$ cat src/rtl/rsa_pkg.sv
// Shared constants for the RSA add/sub operand/result feeder.
// Word geometry, FSM state encoding and operation select values.
package rsa_pkg;

  localparam int WIDTH = 32;
  localparam int WORDS = 32;
  localparam int AW    = 5;

  localparam logic [1:0] ST_IDLE  = 2'd0;
  localparam logic [1:0] ST_START = 2'd1;
  localparam logic [1:0] ST_RUN   = 2'd2;
  localparam logic [1:0] ST_DONE  = 2'd3;

  localparam logic OP_ADD = 1'b0;
  localparam logic OP_SUB = 1'b1;

  // Word pointer advance; wraps naturally from WORDS-1 back to 0.
  function automatic logic [AW-1:0] ptr_inc(input logic [AW-1:0] p);
    return AW'(p + 1'b1);
  endfunction

endpackage

$ cat src/rtl/rsa_word_ram.sv
// WORDS x WIDTH register array: one synchronous write port and one
// asynchronous (combinational) read port.
module rsa_word_ram
  import rsa_pkg::*;
(
  input  logic             clk,
  input  logic             we,
  input  logic [AW-1:0]    waddr,
  input  logic [WIDTH-1:0] wdata,
  input  logic [AW-1:0]    raddr,
  output logic [WIDTH-1:0] rdata
);

  logic [WIDTH-1:0] mem [WORDS];

  // Write the addressed word on the rising edge when enabled.
  always_ff @(posedge clk) begin
    if (we) mem[waddr] <= wdata;
  end

  assign rdata = mem[raddr];

endmodule

$ cat src/rtl/rsa_addsub_feeder.sv
// Operand/result sequencer around the 32-bit word-serial RSA add/sub
// datapath. Holds A and B, streams them word by word with the datapath
// shift strobe, captures result words and the final carry.
// Optional build macro RSA_ADDSUB_ZERO_FLAG_EN adds the oZero output
// (set when every captured result word was zero).
module rsa_addsub_feeder
  import rsa_pkg::*;
(
  input  logic             iClk,
  input  logic             iRst,
  input  logic             iWrEn,
  input  logic             iWrSel,
  input  logic [AW-1:0]    iWrAddr,
  input  logic [WIDTH-1:0] iWrData,
  input  logic             iGo,
  input  logic             iAddSub,
  output logic             oBusy,
  output logic             oStart,
  output logic             oAddSub,
  output logic [WIDTH-1:0] oA,
  output logic [WIDTH-1:0] oB,
  input  logic             iShift,
  input  logic [WIDTH-1:0] iD,
  input  logic             iCout,
  input  logic             iLast,
  input  logic [AW-1:0]    iRdAddr,
  output logic [WIDTH-1:0] oRdData,
  output logic             oCarry,
  output logic             oDone
`ifdef RSA_ADDSUB_ZERO_FLAG_EN
  ,
  output logic             oZero
`endif
);

  logic [1:0]    state_reg;
  logic [AW-1:0] ptr_reg;
  logic          add_sub_reg;
  logic          carry_reg;

  logic          wr_ok;
  logic          a_we;
  logic          b_we;
  logic          r_we;

  // Host writes are only honoured while no operation is in flight.
  assign wr_ok = iWrEn && (state_reg == ST_IDLE || state_reg == ST_DONE);
  assign a_we  = wr_ok && !iWrSel;
  assign b_we  = wr_ok &&  iWrSel;

  // Word 0 is shifted in the START cycle itself, so capture covers START and RUN.
  assign r_we  = iShift && (state_reg == ST_START || state_reg == ST_RUN);

  rsa_word_ram u_ram_a (
    .clk   (iClk),
    .we    (a_we),
    .waddr (iWrAddr),
    .wdata (iWrData),
    .raddr (ptr_reg),
    .rdata (oA)
  );

  rsa_word_ram u_ram_b (
    .clk   (iClk),
    .we    (b_we),
    .waddr (iWrAddr),
    .wdata (iWrData),
    .raddr (ptr_reg),
    .rdata (oB)
  );

  rsa_word_ram u_ram_r (
    .clk   (iClk),
    .we    (r_we),
    .waddr (ptr_reg),
    .wdata (iD),
    .raddr (iRdAddr),
    .rdata (oRdData)
  );

  // Sequencer: accept go, pulse start, step pointer on each shift, latch carry on last word.
  always_ff @(posedge iClk or posedge iRst) begin
    if (iRst) begin
      state_reg   <= ST_IDLE;
      ptr_reg     <= '0;
      add_sub_reg <= OP_ADD;
      carry_reg   <= 1'b0;
    end else begin
      case (state_reg)
        ST_IDLE: begin
          if (iGo) begin
            add_sub_reg <= iAddSub;
            ptr_reg     <= '0;
            state_reg   <= ST_START;
          end
        end
        ST_START: begin
          if (iShift) ptr_reg <= ptr_inc(ptr_reg);
          state_reg <= ST_RUN;
        end
        ST_RUN: begin
          if (iShift) begin
            ptr_reg <= ptr_inc(ptr_reg);
            if (iLast) begin
              carry_reg <= iCout;
              state_reg <= ST_DONE;
            end
          end
        end
        default: begin
          state_reg <= ST_IDLE;
        end
      endcase
    end
  end

  assign oStart  = (state_reg == ST_START);
  assign oBusy   = (state_reg == ST_START) || (state_reg == ST_RUN);
  assign oDone   = (state_reg == ST_DONE);
  assign oAddSub = add_sub_reg;
  assign oCarry  = carry_reg;

`ifdef RSA_ADDSUB_ZERO_FLAG_EN
  logic zacc_reg;
  logic d_any;

  assign d_any = |iD;

  // OR-accumulate every shifted result word; publish "all zero" on the last word.
  always_ff @(posedge iClk or posedge iRst) begin
    if (iRst) begin
      zacc_reg <= 1'b0;
      oZero    <= 1'b0;
    end else begin
      case (state_reg)
        ST_START: begin
          zacc_reg <= iShift && d_any;
          oZero    <= 1'b0;
        end
        ST_RUN: begin
          if (iShift) begin
            zacc_reg <= zacc_reg || d_any;
            if (iLast) oZero <= !(zacc_reg || d_any);
          end
        end
        default: begin
        end
      endcase
    end
  end
`endif

endmodule

$ cat config.mk
export PLATFORM = sky130hd
export DESIGN_NAME = rsa_addsub_feeder
export DESIGN_NICKNAME = d
export VERILOG_FILES = /design/src/rtl/rsa_pkg.sv /design/src/rtl/rsa_word_ram.sv /design/src/rtl/rsa_addsub_feeder.sv
export SDC_FILE = /design/constraint.sdc
export NUM_CORES = 2
export LEC_CHECK = 0
export BUFFER_PORTS_ARGS = -buffer_cell sky130_fd_sc_hd__buf_4
export CAP_MARGIN = 10
export CORE_MARGIN = 2
export CORE_UTILIZATION = 55
export DETAILED_ROUTE_END_ITERATION = 10
export GPL_ROUTABILITY_DRIVEN = 0
export GPL_TIMING_DRIVEN = 0
export PLACE_DENSITY = 0.71
export RECOVER_POWER = 100
export SLEW_MARGIN = 10
export SYNTH_ARGS = -nofsm -noshare
export SYNTH_HDL_FRONTEND = slang
export SYNTH_SLANG_ARGS = --single-unit
$ cat constraint.sdc
create_clock -name iClk -period 7.18 [get_ports iClk]
set_clock_uncertainty 0.05 [all_clocks]
set_input_delay 1.077 -clock iClk [delete_from_list [all_inputs] [get_ports iClk]]
set_output_delay 1.077 -clock iClk [all_outputs]
set_load 0.005 [all_outputs]
# == Yosys cells after proc, flatten, opt, wreduce, memory -nomap -nowiden ==
# Memories as Yosys holds them, arrays and structs flattened.
# Cells that the tools add are included.
# word_totals
rom_bits,0
wordCells,42
output_inout_bits,101
n_memories,3
mem_bits_rw,3072
register_bits,9
latch_bits,0
# memory_table
memory,depth,word_bits,read_ports,rd_clocked_by_memory_dff,write_ports,line_no,text
u_ram_a.mem,32,32,1,0,1,rsa_word_ram.sv:14,logic [WIDTH-1:0] mem [WORDS];
u_ram_b.mem,32,32,1,0,1,rsa_word_ram.sv:14,
u_ram_r.mem,32,32,1,0,1,rsa_word_ram.sv:14,
# op_classes
n_div,0
n_bitwise,0
n_mul,0
reduce_logical,14
n_shift,0
n_eq_ne,7
order_cmp,0
n_addsub,1
muxes,13
# ops
operator,count
$mux W5,2
$pmux W5 S2,1
$reduce_and A3 Y1,3
$mux W1,6
$mux W2,3
$ne A2 B2 Y1 const B,3
$pmux W2 S3,1
$add A5 B1 Y5 const B,1
$eq A2 B2 Y1 const B,2
$logic_and A1 B1 Y1,4
$eq A2 B1 Y1 const B,1
$logic_not A2 Y1,1
$logic_or A1 B1 Y1,2
$ne A2 B1 Y1 const B,1
$reduce_and A2 Y1,1
$reduce_bool A2 Y1,1
$reduce_or A2 Y1,1
$logic_not A1 Y1,1

# == Logic depth before layout (Yosys ltp) ==
# depth
depth_word,6
mapped_depth,8
mapped_depth_nobuf,7

# == Hierarchy ==
# A second synthesis with hierarchy kept.
# unflattened
cells_unflattened,6744
area_unflattened_um2,120105.2
# modules_own_cells
module,area_per_inst_um2,instances,cells_per_inst,seq_area_each_um2
rsa_word_ram,39844.5,3,2228,30749.5
rsa_addsub_feeder,571.8,1,60,225.2

# == Worst setup path before layout ==
# Ideal clock, no wire load.
# synth_timing
kind,input port to flip-flop
startpoint,input port iWrAddr[2]
endpoint,"memory u_ram_a.mem[5][0], enable pin"
t_required_ns,6.709
n_path_buf,2
stages,4
t_arrival_ns,3.282
setup_slack_ns,3.427
setup_ns,0.421
cell_sequence,clkbuf_1 -> or3b_2 -> clkbuf_1 -> nor2_1
# synth_rtl
item,line_no,text
from (decl),rsa_addsub_feeder.sv:13,"input logic [AW-1:0] iWrAddr,"
to (decl),rsa_word_ram.sv:14,
# No word-level cell before the write port.

# == Worst setup path after layout ==
# layout_timing
startpoint,register ptr_reg[0]
endpoint,output port oA[2]
# layout_between
elab_chain_len,1
# layout_lines
item,line_no,text
from (decl),rsa_addsub_feeder.sv:37,logic [AW-1:0] ptr_reg;
from (signal assigned),rsa_addsub_feeder.sv:98,if (iShift) ptr_reg <= ptr_inc(ptr_reg);
from (signal assigned),rsa_addsub_feeder.sv:103,ptr_reg <= ptr_inc(ptr_reg);
$mem_v2 Z32 W32,n/a,
to (decl),rsa_addsub_feeder.sv:20,"output logic [WIDTH-1:0] oA,"
# No other way between the ends.

==> impl_metrics.env <==
export IMPL_crit_required_ns=6.05
export IMPL_drtPass1Iterations=7
export IMPL_die_area_sq_um=216200
export IMPL_ctsHtreeMaxLevel=5
export IMPL_failed_checks="max-capacitance violations, max-slew violations"
export IMPL_numPortBuffers=178
export IMPL_die_height_um=465.0
export IMPL_ys_seq_area_share_pct=79.13
export IMPL_power_density_nw_per_um2=333.3
export IMPL_ys_async_sr_fraction_pct=0.2921
export IMPL_postCtsSetupRepairBufs=0
export IMPL_clock_sinks=3081
export IMPL_grt_total_usage_pct=30.93
export IMPL_worstHoldPathType="in2async"
export IMPL_drc=0
export IMPL_synthFlopType="edfxtp_1"
export IMPL_path_class="reg2out"
export IMPL_period_minus_slack_ns=6.775
export IMPL_max_freq_ghz=0.1476
export IMPL_syn_nets=5529
export IMPL_gr_total_overflow=0
export IMPL_wirelength_um=336800
export IMPL_area_growth_pct=13.01
export IMPL_num_vias=62110
export IMPL_avgRoutedWirePerCell_um=36.87
export IMPL_syn_area_per_cell_sq_um=21.50
export IMPL_fin_tns_setup_ns=0
export IMPL_final_util_pct=62.40
export IMPL_cts_tree="done"
export IMPL_fin_crit_sh_pct=94.36
export IMPL_critPathMaxStageDelay_ns=1.05
export IMPL_p_int_mw=32.57
export IMPL_setup_viol=0
export IMPL_syn_cell_area_sq_um=116900
export IMPL_crit_path_end_kind="output port"
export IMPL_drive_above_1_share_pct=18.85
export IMPL_grt_max_degree=65
export IMPL_crit_path_frequent_cell="clkbuf_1"
export IMPL_drv_cap=155
export IMPL_ys_ff_latch=3081
export IMPL_p_leak_nw=42.02
export IMPL_power_switching_mw=11.46
export IMPL_arrival_ns=5.65
export IMPL_p_seq_share_pct=45.8
export IMPL_switching_share_pct=26.02
export IMPL_ctsResizeCount=0
export IMPL_yosys_top_cells_area="edfxtp_1, mux4_2, mux2i_1"
export IMPL_synth_common_cells="edfxtp_1, mux2i_1, mux4_2"
export IMPL_worstPathCellList="clkbuf_1 > buf_6 > clkbuf_1 > mux4_2 > a22oi_1 > nand4_1 > buf_4"
export IMPL_cts_root_buffer="clkbuf_16"
export IMPL_fin_ws_ns=0.4048
export IMPL_critical_path_peak_fanout=10
export IMPL_cp_slowest_cell="clkbuf_1"
export IMPL_nNetsFinal=6165
export IMPL_vdd_ir_drop_worst_v=0.0003664
export IMPL_status="complete, but fails checks"
export IMPL_grt_pass1_wl_um=465100
export IMPL_place_ws_ns=2.122
export IMPL_start_util_pct=55.21
export IMPL_drt_iter0_drc=10240
export IMPL_rows=169
export IMPL_core_area_sq_um=211700
export IMPL_ioPinCount=184
export IMPL_grt_antenna_before_repair=30
export IMPL_grt_pass1_vias=61450
export IMPL_clk_pin_slew_worst_paths_ns=0.06
export IMPL_worstSkewPairLatency_ns=0.93
export IMPL_ys_warn_count=0
export IMPL_dp_hpwl_um=212800
export IMPL_dp_cells=8572
export IMPL_synth_largest_area_cell="edfxtp_1"
export IMPL_ant_nets=0
export IMPL_clockBufferDepth=4
export IMPL_reg_largest_list="u_ram_a.mem: 1024 flops, u_ram_b.mem: 1024 flops, u_ram_r.mem: 1024 flops"
export IMPL_synth_top_cell_area_share_pct=78.93
export IMPL_cts_inserted_buffers=317
export IMPL_rsz0062_at_grt="no"
export IMPL_die_w_um=465.0
export IMPL_p_comb_share_pct=17.6
export IMPL_synthCells=5436
export IMPL_p_clk_share_pct=36.6
export IMPL_ys_types=39
export IMPL_maxSlewViolCount=4243
export IMPL_worst_pin_slew_ns=3.561
export IMPL_start_kind="register"
export IMPL_vias_per_cell=6.798
export IMPL_final_cells=9136
export IMPL_hold_viol_final=0
export IMPL_synth_edf_count=3072
export IMPL_worst_hold_slack_ns=0.1247
export IMPL_cts_hold_buf=0
export IMPL_maxSlewHeadroom_pct=-137.4
export IMPL_synth_most_common_cell="edfxtp_1"
-- worst max-delay path, delay by kind of cell (launching register included) --
| family | cells | cell delay (ns) |
|---|---|---|
| AND/OR/NAND/NOR | 1 | 0.60 |
| AO/OA/AOI/OAI | 1 | 0.35 |
| buffers and inverters | 4 | 2.61 |
| multiplexers | 1 | 0.62 |
| flip-flops | 1 | 0.50 |
-- final cells by class --
type | instances | area [sq um]
plain buffers | 304 | 1470
clock inverters | 156 | 1511
flip-flops and latches | 3081 | 92470
repair buffers | 317 | 1680
diodes | 19 | 47.55
multi-input cells | 2045 | 22920
fillers | 14140 | 79590
inverters | 6 | 22.52
well taps | 2821 | 3530
clock buffers | 387 | 8418
-- per-stage QoR --
step / cell area [sq um] / power, mW
floorplan: 116900 / 24.84
global placement: 121700 / 28.02
detailed placement: 125800 / 28.30
CTS: 135700 / 44.14
global route: 132000 / 45.02
finish: 132100 / 44.02
-- kinds of logic after synthesis --
group                      Yosys count  synth area share, %
DFF                               3081                79.13
muxes                             1028                14.29
AOI/OAI and AO/OA                  549                3.350
and+or+nand+nor                    455                1.837
buffers and inverters              310                1.269
adders and majority gates           10               0.1071
xor gates and xnor gates             3              0.02249
-- routing by layer --
metal | track usage, % | vias up | wire (um)
met3 | 7.729 | 975 | 40350
met5 | 0 | - | 127
met2 | 49.76 | 4932 | 161500
li1 | - | 24130 | -
met4 | 16.08 | 18 | 20240
met1 | 39.33 | 32060 | 114600
-- power by group through the flow --
stage               clock network, mW  registers, mW  logic (mW)
floorplan                           0           20.5        4.34
global placement                    0           20.5        7.49
detailed placement                  0           20.5        7.79
CTS                              16.1           20.1        7.87
global route                     16.9           20.2        7.98
finish                           16.1           20.2        7.73
-- path summary, 6_finish.rpt --
check | cells after the start | slack [ns] | start | to
max in group asynchronous | 2 | 6.60 | iRst | ptr_reg[1]$_DFFE_PP0P_
hold / removal | 2 | 0.12 | iRst | oAddSub$_DFFE_PP0P_
setup reg to reg | 8 | 0.79 | state_reg[1]$_DFFE_PP0P_ | u_ram_b.mem[0][9]$_DFFE_PP_
min in group iClk | 2 | 0.33 | iCout | oCarry$_DFFE_PP0P_
setup / recovery | 7 | 0.40 | ptr_reg[0]$_DFFE_PP0P_ | oA[2]
hold reg to reg | 1 | 0.45 | oAddSub$_DFFE_PP0P_ | oAddSub$_DFFE_PP0P_
-- placed cells by master (no fill, tap or decap), types with 6 or more instances in the layout --
cell           n
edfxtp_1    3072
mux2i_1      513
mux4_2       512
clkbuf_1     410
a22oi_1      352
clkbuf_16    327
nand2_1      110
nand3_1      109
nor2_1       107
a21oi_1       97
clkbuf_4      73
buf_4         72
clkinv_1      71
buf_2         68
nand4_1       68
a22o_1        65
clkinv_2      39
nor3_1        33
a31oi_1       32
bufinv_16     31
clkbuf_2      27
diode_2       19
buf_1         15
buf_6         10
ha_1          10
clkinvlp_4    10
dfrtp_1        9
inv_1          6
No activity file was read; power rests on OpenSTA's default activity.
